--- src/rtl/fp_wb_pkg.sv ---
// Shared types for the FP register-file writeback path.
package fp_wb_pkg;

    localparam int unsigned FP_NUM_REGS = 32;
    localparam int unsigned FP_REG_W    = $clog2(FP_NUM_REGS);
    localparam int unsigned FP_XLEN     = 32;

    // Accrued exception flags, in fflags CSR bit order.
    typedef struct packed {
        logic nv;
        logic dz;
        logic of;
        logic uf;
        logic nx;
    } fflags_t;

    // Rounding modes; 5 and 6 are reserved, 7 is only meaningful in an instruction.
    typedef enum logic [2:0] {
        FRM_RNE = 3'd0,
        FRM_RTZ = 3'd1,
        FRM_RDN = 3'd2,
        FRM_RUP = 3'd3,
        FRM_RMM = 3'd4,
        FRM_DYN = 3'd7
    } frm_t;

    // One queued FPU result.
    typedef struct packed {
        logic [FP_REG_W-1:0] rd;
        logic [FP_XLEN-1:0]  data;
    } wb_entry_t;

    // A stored frm that is not a usable static rounding mode.
    function automatic logic frm_is_invalid(input logic [2:0] v);
        return (v >= 3'd5);
    endfunction

endpackage

--- src/rtl/f_wb_fifo.sv ---
// Small FIFO of pending FPU results; exposes per-entry rd/valid for hazard lookup.
module f_wb_fifo
    import fp_wb_pkg::*;
#(
    parameter int unsigned DEPTH = 2
) (
    input  logic                               clk,
    input  logic                               n_rst,
    input  logic                               i_push,
    input  wb_entry_t                          i_push_entry,
    input  logic                               i_pop,
    output wb_entry_t                          o_head,
    output logic                               o_full,
    output logic                               o_empty,
    output logic [DEPTH-1:0]                   o_ent_valid,
    output logic [DEPTH-1:0][FP_REG_W-1:0]     o_ent_rd
);

    localparam int unsigned PTR_W = (DEPTH > 1) ? $clog2(DEPTH) : 1;
    localparam int unsigned CNT_W = $clog2(DEPTH + 1);

    wb_entry_t          r_mem [DEPTH];
    logic [DEPTH-1:0]   r_valid;
    logic [PTR_W-1:0]   r_wr_ptr;
    logic [PTR_W-1:0]   r_rd_ptr;
    logic [CNT_W-1:0]   r_count;
    logic               w_do_push;
    logic               w_do_pop;

    function automatic logic [PTR_W-1:0] ptr_inc(input logic [PTR_W-1:0] p);
        return (p == PTR_W'(DEPTH - 1)) ? '0 : p + PTR_W'(1);
    endfunction

    assign o_full    = (r_count == CNT_W'(DEPTH));
    assign o_empty   = (r_count == '0);
    assign w_do_push = i_push & ~o_full;
    assign w_do_pop  = i_pop & ~o_empty;
    assign o_head    = r_mem[r_rd_ptr];
    assign o_ent_valid = r_valid;

    // Flatten stored rd fields for the query comparator.
    always_comb begin
        o_ent_rd = '0;
        for (int i = 0; i < int'(DEPTH); i++) begin
            o_ent_rd[i] = r_mem[i].rd;
        end
    end

    // Storage, pointers and occupancy count.
    always_ff @(posedge clk or negedge n_rst) begin
        if (!n_rst) begin
            for (int i = 0; i < int'(DEPTH); i++) begin
                r_mem[i] <= '0;
            end
            r_valid  <= '0;
            r_wr_ptr <= '0;
            r_rd_ptr <= '0;
            r_count  <= '0;
        end else begin
            if (w_do_push) begin
                r_mem[r_wr_ptr]   <= i_push_entry;
                r_valid[r_wr_ptr] <= 1'b1;
                r_wr_ptr          <= ptr_inc(r_wr_ptr);
            end
            if (w_do_pop) begin
                r_valid[r_rd_ptr] <= 1'b0;
                r_rd_ptr          <= ptr_inc(r_rd_ptr);
            end
            case ({w_do_push, w_do_pop})
                2'b10:   r_count <= r_count + CNT_W'(1);
                2'b01:   r_count <= r_count - CNT_W'(1);
                default: r_count <= r_count;
            endcase
        end
    end

endmodule

--- src/rtl/f_writeback_arbiter.sv ---
// Single FP register-file write port shared by loads and FPU results, plus fflags/frm CSRs.
module f_writeback_arbiter
    import fp_wb_pkg::*;
#(
    parameter int unsigned FIFO_DEPTH = 2,
    parameter int unsigned NUM_REGS   = FP_NUM_REGS,
    localparam int unsigned REG_W     = $clog2(NUM_REGS)
) (
    input  logic             clk,
    input  logic             n_rst,
    input  logic             fpu_valid,
    output logic             fpu_ready,
    input  logic [REG_W-1:0] fpu_rd,
    input  logic [31:0]      fpu_result,
    input  logic [4:0]       fpu_flags,
    input  logic             ld_valid,
    input  logic [REG_W-1:0] ld_rd,
    input  logic [31:0]      ld_data,
    output logic             f_wen,
    output logic [REG_W-1:0] f_rd,
    output logic [31:0]      f_w_data,
    input  logic             csr_flags_wen,
    input  logic [4:0]       csr_flags_wdata,
    input  logic             csr_frm_wen,
    input  logic [2:0]       csr_frm_wdata,
    output logic [4:0]       fflags,
    output logic [2:0]       frm,
    output logic             frm_invalid,
    input  logic [REG_W-1:0] query_rd,
    output logic             query_busy
);

    logic                                w_full;
    logic                                w_empty;
    logic                                w_accept;
    logic                                w_bypass;
    logic                                w_push;
    logic                                w_pop;
    wb_entry_t                           w_head;
    wb_entry_t                           w_fpu_entry;
    logic [FIFO_DEPTH-1:0]               w_ent_valid;
    logic [FIFO_DEPTH-1:0][FP_REG_W-1:0] w_ent_rd;
    logic [4:0]                          w_fflags_nxt;
    logic                                r_wen;
    logic [REG_W-1:0]                    r_rd;
    logic [31:0]                         r_data;
    fflags_t                             r_fflags;
    logic [2:0]                          r_frm;
    logic                                r_frm_invalid;

    // Ready is purely !full: a same-cycle pop never frees a slot for a push.
    assign fpu_ready = ~w_full;
    assign w_accept  = fpu_valid & fpu_ready;
    assign w_bypass  = w_accept & ~ld_valid & w_empty;
    assign w_push    = w_accept & ~w_bypass;
    assign w_pop     = ~ld_valid & ~w_empty;

    assign w_fpu_entry.rd   = FP_REG_W'(fpu_rd);
    assign w_fpu_entry.data = fpu_result;

    f_wb_fifo #(
        .DEPTH (FIFO_DEPTH)
    ) u_fifo (
        .clk          (clk),
        .n_rst        (n_rst),
        .i_push       (w_push),
        .i_push_entry (w_fpu_entry),
        .i_pop        (w_pop),
        .o_head       (w_head),
        .o_full       (w_full),
        .o_empty      (w_empty),
        .o_ent_valid  (w_ent_valid),
        .o_ent_rd     (w_ent_rd)
    );

    // Output write register: load, then FIFO head, then bypassed FPU result.
    always_ff @(posedge clk or negedge n_rst) begin
        if (!n_rst) begin
            r_wen  <= 1'b0;
            r_rd   <= '0;
            r_data <= '0;
        end else if (ld_valid) begin
            r_wen  <= 1'b1;
            r_rd   <= ld_rd;
            r_data <= ld_data;
        end else if (!w_empty) begin
            r_wen  <= 1'b1;
            r_rd   <= REG_W'(w_head.rd);
            r_data <= w_head.data;
        end else if (w_bypass) begin
            r_wen  <= 1'b1;
            r_rd   <= fpu_rd;
            r_data <= fpu_result;
        end else begin
            r_wen  <= 1'b0;
        end
    end

    // Sticky flags: a software write replaces the base, accepted flags always OR in.
    assign w_fflags_nxt = (csr_flags_wen ? csr_flags_wdata : 5'(r_fflags))
                        | (w_accept ? fpu_flags : 5'b0);

    always_ff @(posedge clk or negedge n_rst) begin
        if (!n_rst) begin
            r_fflags <= '0;
        end else begin
            r_fflags <= fflags_t'(w_fflags_nxt);
        end
    end

    // Rounding mode; reserved encodings are stored and flagged, not rejected.
    always_ff @(posedge clk or negedge n_rst) begin
        if (!n_rst) begin
            r_frm         <= FRM_RNE;
            r_frm_invalid <= 1'b0;
        end else if (csr_frm_wen) begin
            r_frm         <= csr_frm_wdata;
            r_frm_invalid <= frm_is_invalid(csr_frm_wdata);
        end
    end

    // Decode hazard: rd is busy until its value has actually been written.
    always_comb begin
        query_busy = r_wen & (r_rd == query_rd);
        for (int i = 0; i < int'(FIFO_DEPTH); i++) begin
            if (w_ent_valid[i] && (w_ent_rd[i] == FP_REG_W'(query_rd))) begin
                query_busy = 1'b1;
            end
        end
    end

    assign f_wen       = r_wen;
    assign f_rd        = r_rd;
    assign f_w_data    = r_data;
    assign fflags      = r_fflags;
    assign frm         = r_frm;
    assign frm_invalid = r_frm_invalid;

endmodule

--- config.mk ---
export PLATFORM = sky130hd
export DESIGN_NAME = f_writeback_arbiter
export DESIGN_NICKNAME = d
export VERILOG_FILES = /design/src/rtl/fp_wb_pkg.sv /design/src/rtl/f_wb_fifo.sv /design/src/rtl/f_writeback_arbiter.sv
export SDC_FILE = /design/constraint.sdc
export NUM_CORES = 1
export LEC_CHECK = 0
export CAP_MARGIN = 20
export CORE_UTILIZATION = 45
export CTS_CLUSTER_DIAMETER = 100
export DETAILED_ROUTE_END_ITERATION = 10
export GPL_ROUTABILITY_DRIVEN = 0
export MAX_ROUTING_LAYER = met4
export PLACE_DENSITY = 0.8
export SLEW_MARGIN = 5
export SYNTH_ARGS = -nofsm -noshare
export SYNTH_HDL_FRONTEND = slang
export SYNTH_SLANG_ARGS = --single-unit
--- constraint.sdc ---
create_clock -name clk -period 3.11 [get_ports clk]
set_clock_uncertainty 0.1 [all_clocks]
set_input_delay 0.933 -clock clk [delete_from_list [all_inputs] [get_ports clk]]
set_output_delay 0.933 -clock clk [all_outputs]
set_load 0.05 [all_outputs]
# [After elaboration in Yosys (flattened, before gate mapping)]
# Cells that the tools add are included.
[classes] n_lt_le_gt_ge=8 addsub=4 n_reduce_logical=7 mux=28 bitwise_logic=18 n_eq_ne=7
[op_table] op="37-bit two-way mux" count=4
[op_table] op="32-bit two-way mux" count=3
[op_table] op="74-bit bitwise mux" count=1
[op_table] op="37-bit demux with 1-bit select" count=1
[op_table] op="5-bit two-way mux" count=5
[op_table] op="5-bit == test" count=3
[op_table] op="1-bit two-way mux" count=9
[op_table] op="1-bit bitwise AND" count=8
[op_table] op="1-bit logical AND" count=5
[op_table] op="5-bit bitwise OR" count=1
[op_table] op="2-bit == test, second input constant" count=2
[op_table] op="2-bit >= comparator, second input constant" count=2
[op_table] op="1-bit by 2-bit less-than comparator with 1-bit output, second input constant" count=2
[op_table] op="2-bit two-way mux" count=2
[op_table] op="1-bit NOT" count=4
[op_table] op="1-bit NOT with 2-bit output" count=2
[op_table] op="2-bit one-hot mux with 2 select lines" count=1
[op_table] op="3-bit >= comparator, second input constant" count=1
[op_table] op="3-bit inequality test, second input constant" count=1
[op_table] op="1-bit adder, second input constant" count=2
[op_table] op="2-bit by 1-bit adder with 2-bit output, second input constant" count=1
[op_table] op="2-bit bitwise AND" count=1
[op_table] op="1-bit demux with 1-bit select" count=2
[op_table] op="2-bit by 1-bit == test with 1-bit output, second input constant" count=1
[op_table] op="7 further kinds" count=8
[totals] inputBits=98 out_inout_bits=49 wordCells=90 register_bits=127

# [Depth between registers and ports, before layout]
[logic_depth] depth_word=11 depth_mapped=8 depth_no_buf=6

# [Cells and area by module]
# From an unflattened synthesis, not the netlist that was laid out.
[unflattened] cells_unflattened=504 hier_area_um2=6164.7
[by_module_without_submodules] mod="f_wb_fifo" seq_area_each_um2=2001.9 instances=1 cells_each=230 area_per_inst_um2=3598.5
[by_module_without_submodules] mod="f_writeback_arbiter" seq_area_each_um2=1176.1 instances=1 cells_each=274 area_per_inst_um2=2566.2

# [Worst setup path before layout]
# No wires, ideal clock.
[synth_path] kind="in2out" startpoint="in query_rd[0]" endpoint="out query_busy" path_slack_ps=254 arrival_time_ps=1823 n_path_buf=0 path_stages=4 t_required_ps=2077 path_cell_list="xor2_1 > nor4_1 > nand3_1 > nand3_1"
[synth_via] elab_chain_cells=4 elab_cells_between_ends=8 cone_classes="eq/ne (3); mux (2); bitwise (1); reduce/logical (2)"
[synth_rtl] element="start, declared" line="f_writeback_arbiter.sv:29" source="input logic [REG_W-1:0] query_rd,"
[synth_rtl] element="5-bit == test (on tied branches)" line="f_writeback_arbiter.sv:124, f_writeback_arbiter.sv:126"
[synth_rtl] element="1-bit bitwise AND / 1-bit logical AND (equally long branches)" line="f_writeback_arbiter.sv:124, f_writeback_arbiter.sv:126"
[synth_rtl] element="1-bit two-way mux" line="f_writeback_arbiter.sv:126" source="if (w_ent_valid[i] && (w_ent_rd[i] == FP_REG_W'(query_rd))) begin"
[synth_rtl] element="1-bit two-way mux (*)" line="f_writeback_arbiter.sv:126"
[synth_rtl] element="end, declared" line="f_writeback_arbiter.sv:30" source="output logic query_busy"
# Mark *: on every way between the ends. The rest lies on a longest branch, timed or not.

# [Final worst setup path]
[layout_path] startpoint="in query_rd[2]" endpoint="out query_busy"
# The elaborated chain is that of the path after synthesis.

==> results.toml <==
[synth]
synth_cell_type_count = 32
synth.avg_cell_area_um2 = 11.62
synthesis.nets = 627
synth-seq-cells = 127
syn_inst = 528
netlist_area_um2 = 6135
synth.yosys.seq_area_share = 0.5181
yosysWarnings = 0

[critical_path]
path_max_fanout = 3
start_kind = "input pin"
r2r_slack_ps = 860
end_kind = "output pin"
cp_data_arrival_time_ps = 2020
cp.required_ps = 2080
crit_type = "in -> out"

[floorplanning]
io_pins = 147
core-area_um2 = 13300
die_area_um2 = 14100
fp-row-count = 42
fp.dieH_um = 118.8
die_w_um = 118.8
start_util = 0.4614

[cts]
cts_htree_levels = 4
cts_tree = "built"
worstSkewPairLatency_ps = 410
cts_setup_buffers = 0
clkTransAtPathRegs_ps = 60
cts_sinks = 127
root_buffer = "clkbuf_16"
cts_buffers = 17
clockBufferDepth = 2

[final_layout]
final_layout_size_suffix_gt1_frac = 0.2074
fin_cells = 856
n_antenna_cell = 0
final_cell_area_um2 = 8423
syn2layout_area_growth_pct = 37.30
layout.nets = 766

[global_routing]
antenna_found_initial = 0
grtUsageTotal = 0.2331
overflow = 0
grt_pass1_vias = 4894
grt_max_degree = 77
grt_pass1_wl_um = 24610

[drt]
via_per_inst = 5.480
drtPass1Iterations = 4
antenna_left = 0
drt_iter0_markers = 303
route.detailed.drc = 0
finalWirelength_um = 15330
vias = 4691
wl_per_cell_um = 17.91

[power_and_ir_drop]
vdd_drop_max_uv = 540.1
switching_power_w = 0.003369
internal-power_w = 0.005539
pwr-share-seq = 0.342
pwr-share-clk = 0.238
cellLeakagePower_nw = 3.578
power-per-cell-area_nw_per_um2 = 1058
swShare = 0.3782
comb_power_share = 0.421
total_power_w = 0.008908

[worst_hold_path]
hold_path.class = "in -> async"

[placement]
io_buffers = 146
dp_slack_ps = -260.9
dp.cells = 824
dp_hpwl_um = 10100
place_area_um2 = 7782

[timing]
finalCritPeriodShare = 0.9814
drv_slew = 0
period_needed_ps = 3052
grt_setup_unrepaired = "false"
whs_ps = 228.2
setup_viol = 0
hold_viol = 0
fmax_mhz = 327.6
setup_ws_ps = 57.87
tightestPinTransition_ps = 666.7
relSlewSlack = 0.5556

[run_status]
status = "finished clean"

[run]
drv_cap = 0
power groups by stage:
stage | Combinational (W) | Clock, W | Sequential (W)
2_1_floorplan | 0.00201 | 0 | 0.00356
3_3_place_gp | 0.00364 | 0 | 0.00299
3_5_place_dp | 0.00374 | 0 | 0.00305
4_1_cts | 0.00377 | 0.00216 | 0.00303
5_1_grt | 0.00399 | 0.00223 | 0.00314
6_report | 0.00375 | 0.00212 | 0.00304
layer usage:
layer  global-route usage  vias to the layer above  wire length (µm)
met5                    -                        -                 0
met4              0.08861                        0               226
met3              0.05019                       17               701
met2               0.3991                      138              7984
met1               0.2669                     2343              6420
li1                     -                     2193                 -
cell families (layout without fill, tap and decap cells):
| kind of cell | after synthesis | after routing | share of synthesized area |
|---|---|---|---|
| multiplexers | 114 | 114 | 0.2066 |
| flip-flops | 127 | 127 | 0.5181 |
| buffers and inverters | 47 | 199 | 0.03610 |
| adder cells (fa/ha/maj) | 1 | 1 | 0.002039 |
| XOR/XNOR | 19 | 19 | 0.02713 |
| AO/OA/AOI/OAI | 85 | 85 | 0.09035 |
| AND/OR/NAND/NOR | 135 | 135 | 0.1197 |
layout by cell type, fill, tap and decap left out, types with 4 or more instances in the layout:
| cell type | instances |
|---|---|
| a21oi_1 | 38 |
| clkdlybuf4s50_1 | 137 |
| clkbuf_8 | 4 |
| mux2_2 | 69 |
| bufinv_16 | 4 |
| mux2i_1 | 37 |
| a211oi_1 | 37 |
| clkinv_2 | 5 |
| xnor2_1 | 5 |
| nor2b_1 | 5 |
| clkbuf_16 | 17 |
| buf_12 | 4 |
| mux2_4 | 8 |
| a221o_1 | 5 |
| xor2_1 | 14 |
| nor2_1 | 77 |
| dfrtp_1 | 124 |
| buf_4 | 17 |
| nor4b_1 | 37 |
cell type report:
cell class	instances	area (µm²)
fill	1033	4872
sequential	127	3182
multi-input combinational	354	2746
timing repair buffer	164	1623
clock buffer	21	480.5
tap	176	220.2
clock inverter	11	160.2
inverter	3	11.26
registers in the layout, indices dropped and copies added, names as in the netlist:
name and count:
u_fifo.o_ent_rd 10, frm 3, u_fifo.o_ent_valid 2, u_fifo.r_count 2, f_wen 1, u_fifo.r_rd_ptr 1, f_rd 5, frm_invalid 1
f_w_data 32, fflags 5, u_fifo.r_wr_ptr 1, u_fifo.r_mem 64
critical path: stages:
cell	delay [ps]
clkdlybuf4s15_1	220
xor2_1	170
nor4_1	310
nand3_1	140
nand3_2	110
buf_12	140
path summary, 6_finish.rpt:
check                                               from                           end  cells after the start
min                                                n_rst           fflags[0]$_DFF_PN0_                      1
max reg2reg                u_fifo.r_count[0]$_DFFE_PN0P_      f_w_data[19]$_DFFE_PN0P_                      5
min in group clk             u_fifo.r_mem[7]$_DFFE_PN0P_   u_fifo.r_mem[7]$_DFFE_PN0P_                      1
min reg2reg                  u_fifo.r_mem[7]$_DFFE_PN0P_   u_fifo.r_mem[7]$_DFFE_PN0P_                      1
max in group asynchronous                          n_rst  u_fifo.r_mem[21]$_DFFE_PN0P_                      2
max                                          query_rd[2]                    query_busy                      6
timing repair:
| item | in CTS | in global routing |
|---|---|---|
| resized for setup | 8 | 5 |
| hold buffers | 0 | 0 |
| endpoints found under the setup margin | 1 | 1 |
| pin swaps | 5 | 5 |
stage by stage:
step                      setup TNS, ps    util
after floorplan                       0       -
after global placement           -167.2  0.5854
after global routing                  0  0.6335
final                                 0  0.6335
after detailed placement         -260.9  0.5854
after CTS                             0  0.6336
cell usage after synthesis:
master / number / area [µm²]
nand3_1: 4 / 20.02
mux2_4: 8 / 120.1
mux2i_1: 37 / 370.4
buf_2: 15 / 75.07
a211oi_1: 37 / 277.8
inv_1: 3 / 11.26
ha_1: 1 / 12.51
nor2_1: 77 / 289.0
clkbuf_1: 21 / 78.83
nor4b_1: 37 / 324.1
a22oi_1: 1 / 7.510
nand2_1: 2 / 7.510
or2_1: 2 / 12.51
o21ai_0: 1 / 5.000
buf_1: 3 / 11.26
a221o_1: 5 / 50.05
or3_1: 1 / 6.260
nand2b_1: 1 / 6.260
o211ai_1: 2 / 15.01
and2b_1: 1 / 7.510
nor2b_1: 5 / 31.28
nor4_1: 3 / 18.77
and2_1: 1 / 6.260
nor3_1: 1 / 5.000
o21ai_2: 1 / 8.760
a21oi_1: 38 / 190.2
xnor2_1: 5 / 43.79
xor2_1: 14 / 122.6
dfrtp_1: 127 / 3178
buf_4: 3 / 22.52
buf_6: 2 / 22.52
mux2_2: 69 / 777.0
Power figures use the tool's default switching activity.
